### config.mk
export PLATFORM = sky130hd
export DESIGN_NAME = chess_timer_bcd_flat
export DESIGN_NICKNAME = d
export VERILOG_FILES = /design/src/rtl/chess_timer_pkg.sv /design/src/rtl/chess_timer_bcd_if.sv /design/src/rtl/bcd_digit_counter.sv /design/src/rtl/chess_timer_bcd.sv /design/src/flat_wrapper.sv
export SDC_FILE = /design/constraint.sdc
export NUM_CORES = 1
export LEC_CHECK = 0
export BUFFER_PORTS_ARGS = -buffer_cell sky130_fd_sc_hd__buf_2
export CAP_MARGIN = 20
export CORE_MARGIN = 10
export CORE_UTILIZATION = 53
export DETAILED_ROUTE_END_ITERATION = 12
export MAX_ROUTING_LAYER = met4
export PLACE_DENSITY = 0.77
export SLEW_MARGIN = 20
export SYNTH_ARGS = -nofsm -noshare
export SYNTH_HDL_FRONTEND = slang
export SYNTH_SLANG_ARGS = --single-unit
### constraint.sdc
create_clock -name clk -period 2.3 [get_ports clk]
set_clock_uncertainty 0.05 [all_clocks]
set_input_delay 0.46 -clock clk [delete_from_list [all_inputs] [get_ports clk]]
set_output_delay 0.46 -clock clk [all_outputs]
set_load 0.01 [all_outputs]
### src/rtl/chess_timer_pkg.sv
// Shared digit type, BCD limits, adjust-select encodings and small BCD helpers
// for the chess clock timer.
package chess_timer_pkg;

  typedef logic [3:0] digit_t;

  localparam digit_t SEC_UNITS_MAX = 4'd9;
  localparam digit_t SEC_TENS_MAX  = 4'd5;
  localparam digit_t MIN_UNITS_MAX = 4'd9;

  localparam logic [1:0] ADJ_SEC_UNITS = 2'd0;
  localparam logic [1:0] ADJ_SEC_TENS  = 2'd1;
  localparam logic [1:0] ADJ_MIN_UNITS = 2'd2;
  localparam logic [1:0] ADJ_MIN_TENS  = 2'd3;

  function automatic digit_t wrap_inc(input digit_t d, input digit_t lim);
    return (d >= lim) ? 4'd0 : d + 4'd1;
  endfunction

  function automatic digit_t wrap_dec(input digit_t d, input digit_t lim);
    return (d == 4'd0) ? lim : d - 4'd1;
  endfunction

  function automatic logic [6:0] bcd_to_bin(input digit_t tens, input digit_t units);
    return 7'(tens) * 7'd10 + 7'(units);
  endfunction

  function automatic digit_t bin_tens(input logic [6:0] b);
    return digit_t'(b / 7'd10);
  endfunction

  function automatic digit_t bin_units(input logic [6:0] b);
    return digit_t'(b % 7'd10);
  endfunction

endpackage

### src/rtl/chess_timer_bcd_if.sv
// Control inputs and MM:SS / flag outputs of one player's timer.
interface chess_timer_bcd_if;
  import chess_timer_pkg::*;

  logic       ce;
  logic       impulse;
  logic       load;
  logic       bonus;
  logic [1:0] adj_sel;
  logic       adj_up;
  logic       adj_down;
  digit_t     sec_units;
  digit_t     sec_tens;
  digit_t     min_units;
  digit_t     min_tens;
  logic       expired;
  logic       overflow;

  modport master (
    output ce, impulse, load, bonus, adj_sel, adj_up, adj_down,
    input  sec_units, sec_tens, min_units, min_tens, expired, overflow
  );

  modport slave (
    input  ce, impulse, load, bonus, adj_sel, adj_up, adj_down,
    output sec_units, sec_tens, min_units, min_tens, expired, overflow
  );

endinterface

### src/rtl/bcd_digit_counter.sv
// One BCD digit wrapping within 0..LIMIT; carry/borrow flag the wrap of this step.
module bcd_digit_counter
  import chess_timer_pkg::*;
#(
  parameter int unsigned LIMIT   = 9,
  parameter int unsigned RST_VAL = 0
) (
  input  logic   clk,
  input  logic   rst_n,
  input  logic   inc,
  input  logic   dec,
  input  logic   load,
  input  digit_t load_val,
  output digit_t q,
  output logic   carry,
  output logic   borrow
);

  localparam digit_t Lim    = digit_t'(LIMIT);
  localparam digit_t RstVal = digit_t'(RST_VAL);

  digit_t q_q, q_d;
  logic   up, dn;

  assign up     = inc & ~dec & ~load;
  assign dn     = dec & ~inc & ~load;
  assign carry  = up & (q_q == Lim);
  assign borrow = dn & (q_q == 4'd0);

  always_comb begin
    q_d = q_q;
    if (load) begin
      q_d = load_val;
    end else if (up) begin
      q_d = wrap_inc(q_q, Lim);
    end else if (dn) begin
      q_d = wrap_dec(q_q, Lim);
    end
  end

  always_ff @(posedge clk or negedge rst_n) begin
    if (!rst_n) begin
      q_q <= RstVal;
    end else begin
      q_q <= q_d;
    end
  end

  assign q = q_q;

endmodule

### src/rtl/chess_timer_bcd.sv
// Per-player MM:SS BCD chess timer: countdown or stopwatch, Fischer bonus,
// preset load, per-digit adjust, expiry and overflow flags.
module chess_timer_bcd
  import chess_timer_pkg::*;
#(
  parameter bit          COUNT_DOWN  = 1'b1,
  parameter int unsigned MAX_MINUTES = 99,
  parameter int unsigned PRESET_MIN  = 5,
  parameter int unsigned BONUS_SEC   = 0
) (
  input logic              clk,
  input logic              rst_n,
  chess_timer_bcd_if.slave bus
);

  localparam logic [6:0] MaxMin      = 7'(MAX_MINUTES);
  localparam logic [6:0] BonusSec    = 7'(BONUS_SEC);
  localparam digit_t     MinTensMax  = digit_t'(MAX_MINUTES / 10);
  localparam digit_t     MinUnitsTop = digit_t'(MAX_MINUTES % 10);
  localparam digit_t     PresetTens  = digit_t'(PRESET_MIN / 10);
  localparam digit_t     PresetUnits = digit_t'(PRESET_MIN % 10);

  digit_t     su, st, mu, mt;
  digit_t     nsu, nst, nmu, nmt;
  digit_t     asu, ast, amu, amt;
  logic       carry_su, carry_st, carry_mu, carry_mt;
  logic       borrow_su, borrow_st, borrow_mu, borrow_mt;
  logic       load_all, step_up, step_dn;
  logic       expired_q, expired_d, overflow_q, overflow_d;
  logic [6:0] sec_bin, min_bin, bsec_sum, bsec, bmin;
  logic       bcarry, bsat, at_zero, at_one, at_max, run_adj, tick, adj_zero;
  logic       unused_chain;

  assign sec_bin = bcd_to_bin(st, su);
  assign min_bin = bcd_to_bin(mt, mu);
  assign at_zero = ({mt, mu, st, su} == 16'h0000);
  assign at_one  = ({mt, mu, st, su} == 16'h0001);
  assign at_max  = (min_bin == MaxMin) && (sec_bin == 7'd59);
  assign run_adj = ~bus.ce & (bus.adj_up | bus.adj_down);
  assign tick    = bus.impulse & bus.ce & ~expired_q;

  // Adjust touches one digit only; minutes above the maximum clamp the units digit.
  always_comb begin
    asu = su;
    ast = st;
    amu = mu;
    amt = mt;
    case (bus.adj_sel)
      ADJ_SEC_UNITS: asu = bus.adj_up ? wrap_inc(su, SEC_UNITS_MAX) : wrap_dec(su, SEC_UNITS_MAX);
      ADJ_SEC_TENS:  ast = bus.adj_up ? wrap_inc(st, SEC_TENS_MAX) : wrap_dec(st, SEC_TENS_MAX);
      ADJ_MIN_UNITS: amu = bus.adj_up ? wrap_inc(mu, MIN_UNITS_MAX) : wrap_dec(mu, MIN_UNITS_MAX);
      ADJ_MIN_TENS:  amt = bus.adj_up ? wrap_inc(mt, MinTensMax) : wrap_dec(mt, MinTensMax);
      default:       asu = su;
    endcase
    if ((amt == MinTensMax) && (amu > MinUnitsTop)) begin
      amu = MinUnitsTop;
    end
    adj_zero = ({amt, amu, ast, asu} == 16'h0000);
  end

  always_comb begin
    bsec_sum = sec_bin + BonusSec;
    bcarry   = (bsec_sum >= 7'd60);
    bsec     = bcarry ? bsec_sum - 7'd60 : bsec_sum;
    bmin     = min_bin + {6'd0, bcarry};
    bsat     = (bmin > MaxMin);
  end

  // One event per cycle: LOAD > adjust > BONUS > tick; losers are dropped.
  always_comb begin
    load_all   = 1'b0;
    step_up    = 1'b0;
    step_dn    = 1'b0;
    {nmt, nmu, nst, nsu} = 16'h0000;
    expired_d  = expired_q;
    overflow_d = 1'b0;
    if (bus.load) begin
      load_all  = 1'b1;
      nmt       = PresetTens;
      nmu       = PresetUnits;
      expired_d = 1'b0;
    end else if (run_adj) begin
      if (bus.adj_up ^ bus.adj_down) begin
        load_all  = 1'b1;
        {nmt, nmu, nst, nsu} = {amt, amu, ast, asu};
        expired_d = COUNT_DOWN & adj_zero;
      end
    end else if (bus.bonus) begin
      if ((BONUS_SEC != 0) && !expired_q) begin
        load_all = 1'b1;
        if (bsat) begin
          {nmt, nmu, nst, nsu} = {MinTensMax, MinUnitsTop, SEC_TENS_MAX, SEC_UNITS_MAX};
        end else begin
          {nmt, nmu, nst, nsu} = {bin_tens(bmin), bin_units(bmin), bin_tens(bsec),
                                  bin_units(bsec)};
        end
      end
    end else if (tick) begin
      if (COUNT_DOWN) begin
        if (at_zero) begin
          expired_d = 1'b1;
        end else begin
          step_dn   = 1'b1;
          expired_d = at_one;
        end
      end else if (at_max) begin
        load_all   = 1'b1;
        overflow_d = 1'b1;
      end else begin
        step_up = 1'b1;
      end
    end
  end

  bcd_digit_counter #(
    .LIMIT  (int'(SEC_UNITS_MAX)),
    .RST_VAL(0)
  ) u_sec_units (
    .clk     (clk),
    .rst_n   (rst_n),
    .inc     (step_up),
    .dec     (step_dn),
    .load    (load_all),
    .load_val(nsu),
    .q       (su),
    .carry   (carry_su),
    .borrow  (borrow_su)
  );

  bcd_digit_counter #(
    .LIMIT  (int'(SEC_TENS_MAX)),
    .RST_VAL(0)
  ) u_sec_tens (
    .clk     (clk),
    .rst_n   (rst_n),
    .inc     (carry_su),
    .dec     (borrow_su),
    .load    (load_all),
    .load_val(nst),
    .q       (st),
    .carry   (carry_st),
    .borrow  (borrow_st)
  );

  bcd_digit_counter #(
    .LIMIT  (int'(MIN_UNITS_MAX)),
    .RST_VAL(PRESET_MIN % 10)
  ) u_min_units (
    .clk     (clk),
    .rst_n   (rst_n),
    .inc     (carry_st),
    .dec     (borrow_st),
    .load    (load_all),
    .load_val(nmu),
    .q       (mu),
    .carry   (carry_mu),
    .borrow  (borrow_mu)
  );

  bcd_digit_counter #(
    .LIMIT  (MAX_MINUTES / 10),
    .RST_VAL(PRESET_MIN / 10)
  ) u_min_tens (
    .clk     (clk),
    .rst_n   (rst_n),
    .inc     (carry_mu),
    .dec     (borrow_mu),
    .load    (load_all),
    .load_val(nmt),
    .q       (mt),
    .carry   (carry_mt),
    .borrow  (borrow_mt)
  );

  // Wrap past the top and below 00:00 is handled by load_all, never by the chain.
  assign unused_chain = carry_mt | borrow_mt;

  always_ff @(posedge clk or negedge rst_n) begin
    if (!rst_n) begin
      expired_q  <= 1'b0;
      overflow_q <= 1'b0;
    end else begin
      expired_q  <= expired_d;
      overflow_q <= overflow_d;
    end
  end

  assign bus.sec_units = su;
  assign bus.sec_tens  = st;
  assign bus.min_units = mu;
  assign bus.min_tens  = mt;
  assign bus.expired   = expired_q;
  assign bus.overflow  = overflow_q;

endmodule

### src/flat_wrapper.sv
// flat-port wrapper written by rule: the top's interface ports become plain ports
module chess_timer_bcd_flat import chess_timer_pkg::*;
#(
  parameter bit          COUNT_DOWN  = 1'b1,
  parameter int unsigned MAX_MINUTES = 99,
  parameter int unsigned PRESET_MIN  = 5,
  parameter int unsigned BONUS_SEC   = 0
)
  (clk, rst_n, bus_ce, bus_impulse, bus_load, bus_bonus, bus_adj_sel, bus_adj_up, bus_adj_down, bus_sec_units, bus_sec_tens, bus_min_units, bus_min_tens, bus_expired, bus_overflow);
  chess_timer_bcd_if bus_i ();
  input logic clk;
  input logic rst_n;
  input wire logic [$bits(bus_i.ce)-1:0] bus_ce;
  input wire logic [$bits(bus_i.impulse)-1:0] bus_impulse;
  input wire logic [$bits(bus_i.load)-1:0] bus_load;
  input wire logic [$bits(bus_i.bonus)-1:0] bus_bonus;
  input wire logic [$bits(bus_i.adj_sel)-1:0] bus_adj_sel;
  input wire logic [$bits(bus_i.adj_up)-1:0] bus_adj_up;
  input wire logic [$bits(bus_i.adj_down)-1:0] bus_adj_down;
  output wire logic [$bits(bus_i.sec_units)-1:0] bus_sec_units;
  output wire logic [$bits(bus_i.sec_tens)-1:0] bus_sec_tens;
  output wire logic [$bits(bus_i.min_units)-1:0] bus_min_units;
  output wire logic [$bits(bus_i.min_tens)-1:0] bus_min_tens;
  output wire logic [$bits(bus_i.expired)-1:0] bus_expired;
  output wire logic [$bits(bus_i.overflow)-1:0] bus_overflow;
  assign bus_i.ce = bus_ce;
  assign bus_i.impulse = bus_impulse;
  assign bus_i.load = bus_load;
  assign bus_i.bonus = bus_bonus;
  assign bus_i.adj_sel = bus_adj_sel;
  assign bus_i.adj_up = bus_adj_up;
  assign bus_i.adj_down = bus_adj_down;
  assign bus_sec_units = bus_i.sec_units;
  assign bus_sec_tens = bus_i.sec_tens;
  assign bus_min_units = bus_i.min_units;
  assign bus_min_tens = bus_i.min_tens;
  assign bus_expired = bus_i.expired;
  assign bus_overflow = bus_i.overflow;
  chess_timer_bcd #(.COUNT_DOWN(COUNT_DOWN), .MAX_MINUTES(MAX_MINUTES), .PRESET_MIN(PRESET_MIN), .BONUS_SEC(BONUS_SEC)) u_core (.clk(clk), .rst_n(rst_n), .bus(bus_i));
endmodule
Word-level counts from Yosys, hierarchy flattened
Index checks and enable logic that the tools add are counted.
Storage, ports and cells
  bits in registers: 17
  bits of input ports: 10
  output and inout port bits: 18
  word-level logic and storage cells: 105
Operators by class
  $add $sub $neg: 8
  $lt $le $gt $ge: 5
  equality and inequality tests: 7
  muxes and demuxes: 51
  bitwise logic cells: 15
  reductions and logical operators: 14
Operators with widths (count)
  two-way mux 4 bit: 37
  zero test 16 bit: 2
  adder 4 x 1 -> 4 bit (second input constant): 4
  equality test 16 x 1 -> 1 bit (second input constant): 1
  zero test 4 bit: 4
  subtractor 4 x 1 -> 4 bit (second input constant): 4
  two-way mux 1 bit: 14
  >= comparator 4 bit (second input constant): 3
  AND 1 bit: 10
  nonzero test 2 bit: 4
  equality test 2 bit (second input constant): 2
  equality test 4 bit (second input constant): 1
  >= comparator 4 x 3 -> 1 bit (second input constant): 1
  greater-than comparator 4 bit (second input constant): 1
  != test 3 x 2 -> 1 bit (second input constant): 1
  != test 3 bit (second input constant): 1
  NOT 1 bit: 3
  AND reduction 3 bit: 1
  nonzero test 3 bit: 1
  equality test 2 x 1 -> 1 bit (second input constant): 1
  zero test 2 bit: 1
  logical AND 1 bit: 1
  bitwise OR 1 bit: 1
  bitwise XOR 1 bit: 1

Depth between registers and ports, before layout
  depth after elaboration: 15
  depth in mapped cells: 12

Cells and area by module
Synthesis repeated with hierarchy kept, for this count alone.
Second synthesis, totals
  cells, all modules: 407
  area total of the unflattened synthesis: 3005.4 µm²
By module, submodules not included
  chess_timer_bcd: instances 1, cells an instance 199, area each 1311.3 µm², sequential area each 25.0 µm²
  bcd_digit_counter (u_core.u_min_tens ...): instances 2, cells an instance 52, area each 419.2 µm², sequential area each 100.1 µm²
  bcd_digit_counter (u_core.u_sec_tens): instances 1, cells an instance 52, area each 434.2 µm², sequential area each 100.1 µm²
  bcd_digit_counter (u_core.u_min_units): instances 1, cells an instance 52, area each 421.7 µm², sequential area each 102.6 µm²

Least setup slack after synthesis
No wires, ideal clock.
  kind: input port to flip-flop
  from: input port bus_adj_up
  to: register u_core.u_min_tens.q_q[0], in the netlist u_core.u_min_tens.q[0]
  setup time: 0.130 ns
  arrival: 2.347 ns
  data required time: 2.120 ns
  setup slack: -0.227 ns
  stages: 11
  path buffers: 3
  cell sequence: clkbuf_1 inv_1 ha_1 nor3b_1 nor2_1 o31a_1 buf_4 nand2b_4 buf_6 a221oi_1 a21oi_1
On the way
  word-level cells in the longest chain between the ends: 13
RTL lines
  start, declared: RTL line flat_wrapper.sv:18  | input wire logic [$bits(bus_i.adj_up)-1:0] bus_adj_up;
  bitwise XOR 1 bit / bitwise OR 1 bit (equally long branches): RTL line chess_timer_bcd.sv:83, chess_timer_bcd.sv:39
  two-way mux 1 bit / AND 1 bit (equally long branches): RTL line chess_timer_bcd.sv:83, chess_timer_bcd.sv:39
  two-way mux 1 bit: RTL line chess_timer_bcd.sv:82  | end else if (run_adj) begin
  two-way mux 1 bit: RTL line chess_timer_bcd.sv:77  | if (bus.load) begin
  NOT 1 bit: RTL line bcd_digit_counter.sv:26  | assign dn = dec & ~inc & ~load;
  AND 1 bit: RTL line bcd_digit_counter.sv:26
  AND 1 bit: RTL line bcd_digit_counter.sv:28  | assign borrow = dn & (q_q == 4'd0);
  AND 1 bit: RTL line bcd_digit_counter.sv:26
  AND 1 bit: RTL line bcd_digit_counter.sv:28
  AND 1 bit: RTL line bcd_digit_counter.sv:26
  AND 1 bit: RTL line bcd_digit_counter.sv:28
  AND 1 bit: RTL line bcd_digit_counter.sv:26
  nonzero test 2 bit (no line)
  end signal, assigned: RTL line bcd_digit_counter.sv:43  | q_q <= RstVal;
  end signal, assigned: RTL line bcd_digit_counter.sv:45  | q_q <= q_d;
  end, declared: RTL line bcd_digit_counter.sv:22  | digit_t q_q, q_d;
Several ways; a longest one is shown, not always the timed one.
A chain may end at the register's enable or synchronous reset.

Final worst setup path
  from: register u_core.u_min_tens.q_q[0], in the netlist u_core.u_min_tens.q[0]
  to: register u_core.expired_q, in the netlist u_core.bus.expired
On the way
  word-level cells in the longest chain between the ends: 11
RTL lines
  subtractor 4 x 1 -> 4 bit, or another cell as far along: RTL line chess_timer_pkg.sv:21  | return (d == 4'd0) ? lim : d - 4'd1;
  two-way mux 4 bit, on equally long branches: RTL line chess_timer_pkg.sv:21, chess_timer_pkg.sv:17
  two-way mux 4 bit: RTL line chess_timer_bcd.sv:52  | ADJ_MIN_TENS: amt = bus.adj_up ? wrap_inc(mt, MinTensMax) : wrap_dec(mt, MinTensMax);
  two-way mux 4 bit: RTL line chess_timer_bcd.sv:48  | case (bus.adj_sel)
  equality test 4 bit: RTL line chess_timer_bcd.sv:55  | if ((amt == MinTensMax) && (amu > MinUnitsTop)) begin
  logical AND 1 bit: RTL line chess_timer_bcd.sv:55
  two-way mux 4 bit: RTL line chess_timer_bcd.sv:55
  zero test 16 bit: RTL line chess_timer_bcd.sv:58  | adj_zero = ({amt, amu, ast, asu} == 16'h0000);
  two-way mux 1 bit: RTL line chess_timer_bcd.sv:83  | if (bus.adj_up ^ bus.adj_down) begin
  two-way mux 1 bit (*): RTL line chess_timer_bcd.sv:82
  two-way mux 1 bit (*): RTL line chess_timer_bcd.sv:77
  end signal, assigned: RTL line chess_timer_bcd.sv:183  | expired_q <= expired_d;
  end, declared: RTL line chess_timer_bcd.sv:29  | logic expired_q, expired_d, overflow_q, overflow_d;
Every way passes the cells marked *; elsewhere a longest branch is shown, timed or not. The select of a mux whose other input is x is not followed.

==> flow_summary.ini <==
[routing]
drt-total-wl_mm = 6.343
dr.pass1.iters = 4
avgViaCountPerCell = 6.251
vias = 2369
antenna_left = 0
drc = 0
drtIter0Drc = 200
wl_per_cell_um = 16.74

[cells_and_area]
nFillCells = 355
n_antenna_cell = 0
final_common_cell = buf_4
area_growth_pct = 25.87
fin_area_um2 = 2721
nets = 353
finalNonFillerCells = 379
layout-drive-gt1-share = 0.3313
layout_common_cells = buf_4, nor2_1, buf_2

[power]
p_sw_mw = 1.043
seqPwrFrac = 0.223
sw_frac_of_total = 0.4613
power_leakage_nw = 1.144
internal_power_mw = 1.217
power_frac_comb = 0.672
clkPwrFrac = 0.105
peakVddDrop_mv = 0.4904
power.density_nw_per_um2 = 830.5
p_total_mw = 2.260

[clock_tree]
holdBufCountCts = 0
h-tree-depth = 1
root_buffer = clkbuf_8
cts_buffers = 3
insertion_delay_ns = 0.26
cts_max_path_buffers = 2
cts_tree = yes
clk_pin_slew_ns = 0.07
cts.sinks = 17

[floorplanning]
die_height_um = 83.87
core_um2 = 3971
io_pins = 28
start_util = 0.5444
rows = 23
die_x_um = 83.87
dieArea_um2 = 7034

[sta]
period_minus_slack_ns = 2.263
fmax_mhz = 441.8
final_hold_viol_count = 0
rsz0062_at_grt = yes
holdWs_ns = 0.06327
fin_ws_ns = 0.03668
maxSlewViolCount = 0
setup_viol = 0
fin_crit_sh = 0.9841

[setup_path]
worstRegToRegCells = 9
cp.required_ns = 2.42
cp_cell_sequence = inv_2 > ha_4 > or3b_4 > a211o_4 > nand3_4 > buf_4 > nor4_1 > nand4_1 > o31ai_2
startpoint = u_core.u_min_tens.q[0]
critPathMaxFanout = 5
cp-end-kind = flip-flop
rr_endpoint = u_core.bus.expired
cp_slowest_stage_delay_ns = 0.40
crit_arrival_ns = 2.39
worst_path_max_delay_cell = dfrtp_1
startpoint_type = flip-flop
r2r-start = u_core.u_min_tens.q[0]
critPathCapture = u_core.bus.expired
r2r_slack_ns = 0.04
criticalPathCategory = reg -> reg

[synthesis]
synthCells = 284
ys.flop_type = dfrtp_1
ys.warnings.count = 0
ys_seq_area_frac = 0.1979
synth-seq-cells = 17
syn-cell-area_um2 = 2162
synth_nets = 307
synth-edff-count = 0
ys_async_sr_fraction = 1.000
yosysUniqueCellTypes = 68
syn_avg_cell_area_um2 = 7.613

[placement]
dp.cells = 368
preCtsSetupSlack_ns = 0.05434
placed_area_um2 = 2545
gp_congestion = 0.9375
portBuffers = 26
dp_hpwl_mm = 4.727

[global_routing]
track_usage = 0.1766
grt_max_degree = 30
grt_pass1_wl_mm = 10.61
grt.overflow.total = 0
grt_pass1_vias = 2284
grt_antenna_before_repair = 0

[run_status]
status = completed

[run]
maxCapViolations = 0

[hold_path]
hold_path_class = in -> async
timing repair:
item | 4_1_cts | 5_1_grt
buffers inserted | 0 | 7
hold endpoints to repair | 0 | 0
setup endpoints to repair | 0 | 6
resized for setup | 0 | 16
metal layers:
metal  track usage  wire length (um)  vias up
met5             -                 0        -
met1        0.2339              2946     1126
li1              -                 -     1160
met4       0.05023               102        0
met3       0.02051               319       11
met2        0.2746              2975       72
critical path: cells and delay by family, from the launching register on:
| kind | cells | cell delay, ns |
|---|---|---|
| buffers and inverters | 2 | 0.22 |
| AOI/OAI and AO/OA | 2 | 0.40 |
| adders and majority gates | 1 | 0.17 |
| and+or+nand+nor | 4 | 0.94 |
| DFF | 1 | 0.40 |
cells by family after synthesis:
kind of cell,Yosys count,share of synthesized area
compound gates,89,0.2946
fa+ha+maj,13,0.07523
buf+inv,37,0.07986
flops,17,0.1979
mux,5,0.02431
other cells,1,0.001734
simple gates,122,0.3264
metrics by stage:
stage,setup TNS (ns),util
2_1_floorplan,-0.06347,-
3_3_place_gp,0,0.6408
3_5_place_dp,0,0.6408
4_1_cts,0,0.6522
5_1_grt,-0.1165,0.6853
6_report,0,0.6853
worst min path at each step:
| stage | startpoint | endpoint | slack [ns] | cells after the start |
|---|---|---|---|---|
| finish | rst_n | u_core.u_sec_units.q[0] | 0.06 | 1 |
| global route | rst_n | u_core.bus.expired | 0.09 | 1 |
| CTS | rst_n | u_core.u_sec_units.q[0] | 0.08 | 1 |
| detailed placement | rst_n | u_core.u_sec_units.q[0] | 0.36 | 1 |
| global placement | rst_n | u_core.u_sec_units.q[0] | 0.35 | 1 |
| floorplan | rst_n | u_core.bus.expired | 0.11 | 0 |
layout make-up:
class,count,area (um2),area share
Clock buffer,4,45.04,0.01655
Sequential cell,17,427.9,0.1572
Timing Repair Buffer,63,424.2,0.1559
Tap cell,50,62.56,0.02299
Inverter,15,61.31,0.02253
Multi-Input combinational cell,230,1700,0.6248
cell usage after synthesis (all sizes together), types with 7 or more instances:
cell type	number	area, um2
a21oi	12	60.06
nand2	19	73.82
clkbuf	10	37.54
o21ai	20	100.1
nor3	7	40.04
dfrtp	15	375.4
nor3b	7	52.55
nand4	7	43.79
nor2b	10	62.56
inv	15	56.30
ha	13	162.7
buf	12	78.82
nor2	31	121.4
sequential cells by signal (all words and copies together), names as in the netlist:
signal,count
u_core.u_min_units.q,4
u_core.u_sec_units.q,4
u_core.u_sec_tens.q,4
u_core.bus.expired,1
u_core.u_min_tens.q,4
power by group through the flow:
| stage | sequential [mW] | combinational [mW] | clock [mW] |
|---|---|---|---|
| floorplan | 0.504 | 0.962 | 0 |
| detailed placement | 0.501 | 1.36 | 0 |
| global placement | 0.496 | 1.34 | 0 |
| CTS | 0.496 | 1.37 | 0.241 |
| finish | 0.504 | 1.52 | 0.237 |
| global route | 0.520 | 1.68 | 0.255 |
(Power assumes the default switching activity.)
